--- src/rtl/getir_denetleyici.sv ---
// Instruction fetch sequencer: reads one word at ps, hands it to the core for one cycle, repeats.
// Latency: 2 cycles per instruction with zero-wait memory, plus one cycle per memory wait cycle.
// Backpressure: holds bel_istek/bel_adres steady until bel_hazir; a stalled read trips ERROR after ZAMAN_ASIMI cycles.
//
// Ports:
//   saat, reset           clock, asynchronous active-high reset
//   baslat, dur           start/resume (level), stop request (pulse)
//   adim_modu             single-step: return to IDLE after every issue
//   ps                    core program counter, used as the fetch address
//   bel_istek/bel_adres   memory read request and address (FETCH only)
//   bel_hazir/bel_veri    memory read completion and data
//   buyruk                instruction to core; all-zero bubble outside ISSUE
//   mesgul/durdu/hata     status: FETCH or ISSUE / HALT / ERROR
//   sayac                 issued-instruction counter, wraps at 16 bits
module getir_denetleyici #(
    parameter int          ZAMAN_ASIMI = 16,
    parameter logic [31:0] EBREAK      = 32'h0010_0073
) (
    input  logic        saat,
    input  logic        reset,
    input  logic        baslat,
    input  logic        dur,
    input  logic        adim_modu,
    input  logic [31:0] ps,
    input  logic        bel_hazir,
    input  logic [31:0] bel_veri,
    output logic        bel_istek,
    output logic [31:0] bel_adres,
    output logic [31:0] buyruk,
    output logic        mesgul,
    output logic        durdu,
    output logic        hata,
    output logic [15:0] sayac
);

    typedef enum logic [2:0] {
        IDLE  = 3'd0,
        FETCH = 3'd1,
        ISSUE = 3'd2,
        HALT  = 3'd3,
        ERROR = 3'd4
    } durum_t;

    // Wide enough to hold ZAMAN_ASIMI itself.
    localparam int SW = $clog2(ZAMAN_ASIMI + 1);

    durum_t          durum;
    durum_t          sonraki;
    logic [SW-1:0]   bekleme;
    logic [31:0]     komut;
    logic            durma_bekliyor;
    logic            hizali;

    assign hizali = (ps[1:0] == 2'b00);

    // The request and address follow ps combinationally in FETCH. ps cannot move
    // there because the core sees only the bubble while we fetch. Both fall to
    // zero the moment reset forces the state register back to IDLE.
    assign bel_istek = (durum == FETCH) && hizali;
    assign bel_adres = (durum == FETCH) ? ps : 32'h0000_0000;

    always_comb begin
        sonraki = durum;
        case (durum)
            IDLE: begin
                if (dur)
                    sonraki = HALT;
                else if (baslat)
                    sonraki = FETCH;
            end
            FETCH: begin
                // A misaligned pc is unrecoverable; a completed read beats the
                // timeout on the very cycle the wait count would expire.
                if (!hizali)
                    sonraki = ERROR;
                else if (bel_hazir)
                    sonraki = ISSUE;
                else if (bekleme == SW'(ZAMAN_ASIMI - 1))
                    sonraki = ERROR;
            end
            ISSUE: begin
                // A stop arriving during ISSUE itself is honoured right away
                // rather than costing one more fetch.
                if (durma_bekliyor || dur || (komut == EBREAK))
                    sonraki = HALT;
                else if (adim_modu)
                    sonraki = IDLE;
                else
                    sonraki = FETCH;
            end
            HALT: begin
                if (baslat && !dur)
                    sonraki = FETCH;
            end
            ERROR: begin
                sonraki = ERROR;
            end
            default: begin
                sonraki = ERROR;
            end
        endcase
    end

    always_ff @(posedge saat or posedge reset) begin
        if (reset) begin
            durum          <= IDLE;
            bekleme        <= '0;
            komut          <= 32'h0000_0000;
            durma_bekliyor <= 1'b0;
            buyruk         <= 32'h0000_0000;
            mesgul         <= 1'b0;
            durdu          <= 1'b0;
            hata           <= 1'b0;
            sayac          <= 16'h0000;
        end else begin
            durum  <= sonraki;
            mesgul <= (sonraki == FETCH) || (sonraki == ISSUE);
            durdu  <= (sonraki == HALT);
            hata   <= (sonraki == ERROR);

            // Counts only stalled, aligned FETCH cycles; any other cycle restarts it.
            if ((durum == FETCH) && hizali && !bel_hazir)
                bekleme <= bekleme + 1'b1;
            else
                bekleme <= '0;

            // buyruk is the instruction register gated to ISSUE, registered so the
            // core never sees a partially decoded word.
            if ((durum == FETCH) && (sonraki == ISSUE)) begin
                komut  <= bel_veri;
                buyruk <= bel_veri;
            end else begin
                buyruk <= 32'h0000_0000;
            end

            if (durum == ISSUE)
                sayac <= sayac + 16'd1;

            // Stops never abort a fetch; they are remembered until HALT is reached.
            if (sonraki == HALT)
                durma_bekliyor <= 1'b0;
            else if (dur && ((durum == FETCH) || (durum == ISSUE)))
                durma_bekliyor <= 1'b1;
        end
    end

endmodule

--- config.mk ---
export PLATFORM = sky130hd
export DESIGN_NAME = getir_denetleyici
export DESIGN_NICKNAME = d
export VERILOG_FILES = /design/src/rtl/getir_denetleyici.sv
export SDC_FILE = /design/constraint.sdc
export NUM_CORES = 1
export LEC_CHECK = 0
export BUFFER_PORTS_ARGS = -buffer_cell sky130_fd_sc_hd__buf_2
export CAP_MARGIN = 10
export CORE_MARGIN = 4
export CORE_UTILIZATION = 44
export DETAILED_ROUTE_END_ITERATION = 16
export PLACE_DENSITY = 0.78
export SLEW_MARGIN = 20
export SYNTH_ARGS = -nofsm -noshare
export SYNTH_HDL_FRONTEND = slang
export SYNTH_SLANG_ARGS = --single-unit
--- constraint.sdc ---
create_clock -name saat -period 2.6 [get_ports saat]
set_input_delay 0.13 -clock saat [delete_from_list [all_inputs] [get_ports saat]]
set_output_delay 0.13 -clock saat [all_outputs]
set_load 0.02 [all_outputs]
==> results_dict.tcl <==
set metrics [dict create \
    fin_worst_hold_slack_ns 0.01706 \
    htree_levels 3 \
    die_height_um 101.8 \
    synth-seq-cells 92 \
    cts_inserted_buffers 9 \
    timing.final.crit_share_pct 85.50 \
    fillCellCount 688 \
    worst-setup-path-type "flop to flop" \
    crit_path_end_kind "flop" \
    crit_top_cell "sky130_fd_sc_hd__ha_1" \
    min_period_ns 2.223 \
    critPathLaunch "bekleme[0]" \
    mostFrequentLayoutCells "sky130_fd_sc_hd__buf_2 (153), sky130_fd_sc_hd__dfrtp_1 (92), sky130_fd_sc_hd__and2_1 (64)" \
    port_buffers 153 \
    cts-root-buf "sky130_fd_sc_hd__clkbuf_8" \
    postSynthAreaPerCell_um2 12.61 \
    synthesis.yosys.warnings 0 \
    synth.cell_area_um2 3870 \
    synth_cells 307 \
    clk-insertion-delay-late_ns 0.36 \
    peakVddDrop_mv 0.4699 \
    placementRows 33 \
    worst_pin_slew_ns 0.5962 \
    setup_tns_final_ns 0 \
    clk_transition_reported_paths_ns 0.10 \
    final_core_utilization_pct 62.20 \
    critical_path.cell_chain "ha_1 > and3_1 > ha_1 > nor2b_1 > o21a_4 > mux2_2" \
    required_ns 2.84 \
    wirelength_um 8506 \
    rsz0062_at_grt "no" \
    initial_core_util_pct 46.17 \
    dp_hpwl_um 6169 \
    grt_overflow 0 \
    timing.final.hold_violations 0 \
    cellPowerDensity_nw_per_um2 670.8 \
    grt_max_degree 93 \
    drcViolationCount 0 \
    routed-via-count 2854 \
    detail_route.iter0.violations 81 \
    maxCapViolCount 0 \
    drt-vias-per-instance 4.741 \
    run_status "complete, no violations" \
    dieArea_um2 10360 \
    fin_worst_skew_ns 0.01245 \
    post_cts_resized 0 \
    groute.usage.overall_pct 16.96 \
    via_count_of_the_first_global_routing_pass 2938 \
    layout.cells.most_common "sky130_fd_sc_hd__buf_2" \
    drt.antenna.violating_nets 0 \
    setup_viol_count_final 0 \
    slew_violations 0 \
    cp_max_fo 53 \
    synth_cell_type_count 41 \
    first_pass_iters 4 \
    r2r-start "bekleme[0]" \
    worst-endpoint-arrival_ns 2.47 \
    power.leakage_uw 0.002861 \
    holdCritStartpoint "bel_veri[5]" \
    gp_congestion 0.8004 \
    slowest_delay_ns 0.52 \
    design.portCount 154 \
    post-cts-setup-buffers 0 \
    final-seq-area_um2 2302 \
    synth_fp_nets 380 \
    clock_net_sink_count 92 \
    synthToLayoutAreaGrowth_pct 34.72 \
    yosysSeqAreaShare_pct 59.49 \
    wl_per_cell_um 14.13 \
    timing.max_slew.rel_slack_pct 60.25 \
    min_path_type "primary input to flop" \
    antenna_cells 0 \
    startpoint_type "flop" \
    fmaxAchievable_mhz 449.8 \
    grt_pass1_wl_um 13790 \
    core_area_um2 8382 \
    fin_nets 565 \
    layout-drive-gt1-share_pct 42.05 \
    tritoncts "done" \
    cts.path.max_buffers 2 \
    grt_antenna_before_repair 0 \
    die_width_um 101.8 \
    footprint_of_the_multi_input_gates_um2 1448 \
    ctsHoldBuffers 29 \
    critical-path-slowest-cell "sky130_fd_sc_hd__o21a_4" \
]
-- cells in the mapped netlist --
master / instances / area (um2)
sky130_fd_sc_hd__buf_4: 1 / 7.510
sky130_fd_sc_hd__xnor2_1: 13 / 113.9
sky130_fd_sc_hd__nor4_1: 4 / 25.02
sky130_fd_sc_hd__nor2b_1: 2 / 12.51
sky130_fd_sc_hd__a21oi_1: 3 / 15.01
sky130_fd_sc_hd__a21o_1: 3 / 22.52
sky130_fd_sc_hd__o21a_1: 1 / 7.510
sky130_fd_sc_hd__or2_2: 1 / 6.260
sky130_fd_sc_hd__nand2b_1: 2 / 12.51
sky130_fd_sc_hd__nand4_1: 6 / 37.54
sky130_fd_sc_hd__o21ai_0: 4 / 20.02
sky130_fd_sc_hd__and3_1: 2 / 12.51
sky130_fd_sc_hd__xor2_1: 4 / 35.03
sky130_fd_sc_hd__nand3_1: 6 / 30.03
sky130_fd_sc_hd__nor4b_1: 2 / 17.52
sky130_fd_sc_hd__inv_1: 7 / 26.28
sky130_fd_sc_hd__o21a_4: 1 / 15.01
sky130_fd_sc_hd__nand3b_1: 1 / 7.510
sky130_fd_sc_hd__and2_1: 64 / 400.4
sky130_fd_sc_hd__a22o_1: 1 / 8.760
sky130_fd_sc_hd__o311ai_0: 1 / 8.760
sky130_fd_sc_hd__dfrtp_1: 92 / 2302
sky130_fd_sc_hd__nor3b_1: 1 / 7.510
sky130_fd_sc_hd__or3b_1: 1 / 8.760
sky130_fd_sc_hd__nor2_1: 16 / 60.06
sky130_fd_sc_hd__or2_1: 1 / 6.260
sky130_fd_sc_hd__mux2_2: 31 / 349.1
sky130_fd_sc_hd__and2_4: 1 / 8.760
sky130_fd_sc_hd__buf_8: 1 / 15.01
sky130_fd_sc_hd__ha_1: 3 / 37.54
sky130_fd_sc_hd__mux2_1: 1 / 11.26
sky130_fd_sc_hd__o2bb2ai_1: 1 / 8.760
sky130_fd_sc_hd__nor4bb_1: 2 / 20.02
sky130_fd_sc_hd__nand2_1: 12 / 45.04
sky130_fd_sc_hd__buf_6: 4 / 45.04
sky130_fd_sc_hd__clkbuf_1: 3 / 11.26
sky130_fd_sc_hd__or3_1: 1 / 6.260
sky130_fd_sc_hd__nor4_4: 2 / 42.54
sky130_fd_sc_hd__and4_1: 1 / 8.760
sky130_fd_sc_hd__clkbuf_2: 3 / 15.01
sky130_fd_sc_hd__nor3b_4: 1 / 18.77
-- registers in the layout (all words and copies together) (netlist names) --
| signal | cells |
|---|---|
| durum | 3 |
| bekleme | 5 |
| hata | 1 |
| durma_bekliyor | 1 |
| durdu | 1 |
| mesgul | 1 |
| komut | 32 |
| sayac | 16 |
| buyruk | 32 |
-- kinds of logic after synthesis --
| group | after synthesis | synth area share, % |
|---|---|---|
| simple gates | 129 | 20.53 |
| flops | 92 | 59.49 |
| mux | 32 | 9.311 |
| buf+inv | 19 | 3.104 |
| xor+xnor | 17 | 3.847 |
| compound gates | 15 | 2.748 |
| fa+ha+maj | 3 | 0.9700 |
-- layer usage --
metal	GRT usage (%)	vias up	part of all wire, %
li1	-	1383	-
met1	19.83	1377	40
met2	29.63	86	51
met3	6.612	8	8.2
met4	3.579	0	0.80
met5	0	-	0
-- power breakdown --
part | leakage (uW) | switching, uW | internal (uW) | total, uW
Sequential | 0.00125 | 169 | 1650 | 1820
Combinational | 0.00151 | 325 | 364 | 689
Clock | 0.000104 | 525 | 464 | 989
-- worst max-delay path: cells and delay by family (launching register included) --
kind | cells | cell delay (ns)
compound gates | 1 | 0.52
simple gates | 2 | 0.33
fa+ha+maj | 2 | 0.43
flops | 1 | 0.41
mux | 1 | 0.40
-- final cells by class --
| cell class | instances | area share (%) |
|---|---|---|
| Clock buffer | 10 | 2.448 |
| Clock inverter | 6 | 1.464 |
| Inverter | 7 | 0.5280 |
| Multi-Input combinational cell | 196 | 27.77 |
| Sequential cell | 92 | 44.16 |
| Tap cell | 105 | 2.520 |
| Timing Repair Buffer | 186 | 21.12 |
-- worst paths after layout --
path	end	slack, ns	depth (start not counted)
worst max-delay path	komut[29]	0.38	6
worst min-delay path	komut[5]	0.02	2
worst max register to register	komut[29]	0.38	6
worst min register to register	sayac[15]	0.47	1
max in group asynchronous	sayac[2]	1.80	4
min in group asynchronous	buyruk[5]	0.41	4
-- through the flow --
stage / power, uW / instance area, um2 / cells / setup WS, ns
4_1_cts: 3536 / 5204 / 601 / 0.3582
3_5_place_dp: 2512 / 4710 / 556 / 0.3647
2_1_floorplan: 2278 / 3870 / 307 / 0.07804
3_3_place_gp: 2473 / 4710 / 556 / 0.4505
5_1_grt: 3696 / 5214 / 602 / 0.2328
6_report: 3497 / 5214 / 602 / 0.3769
Power figures use the tool's default switching activity.
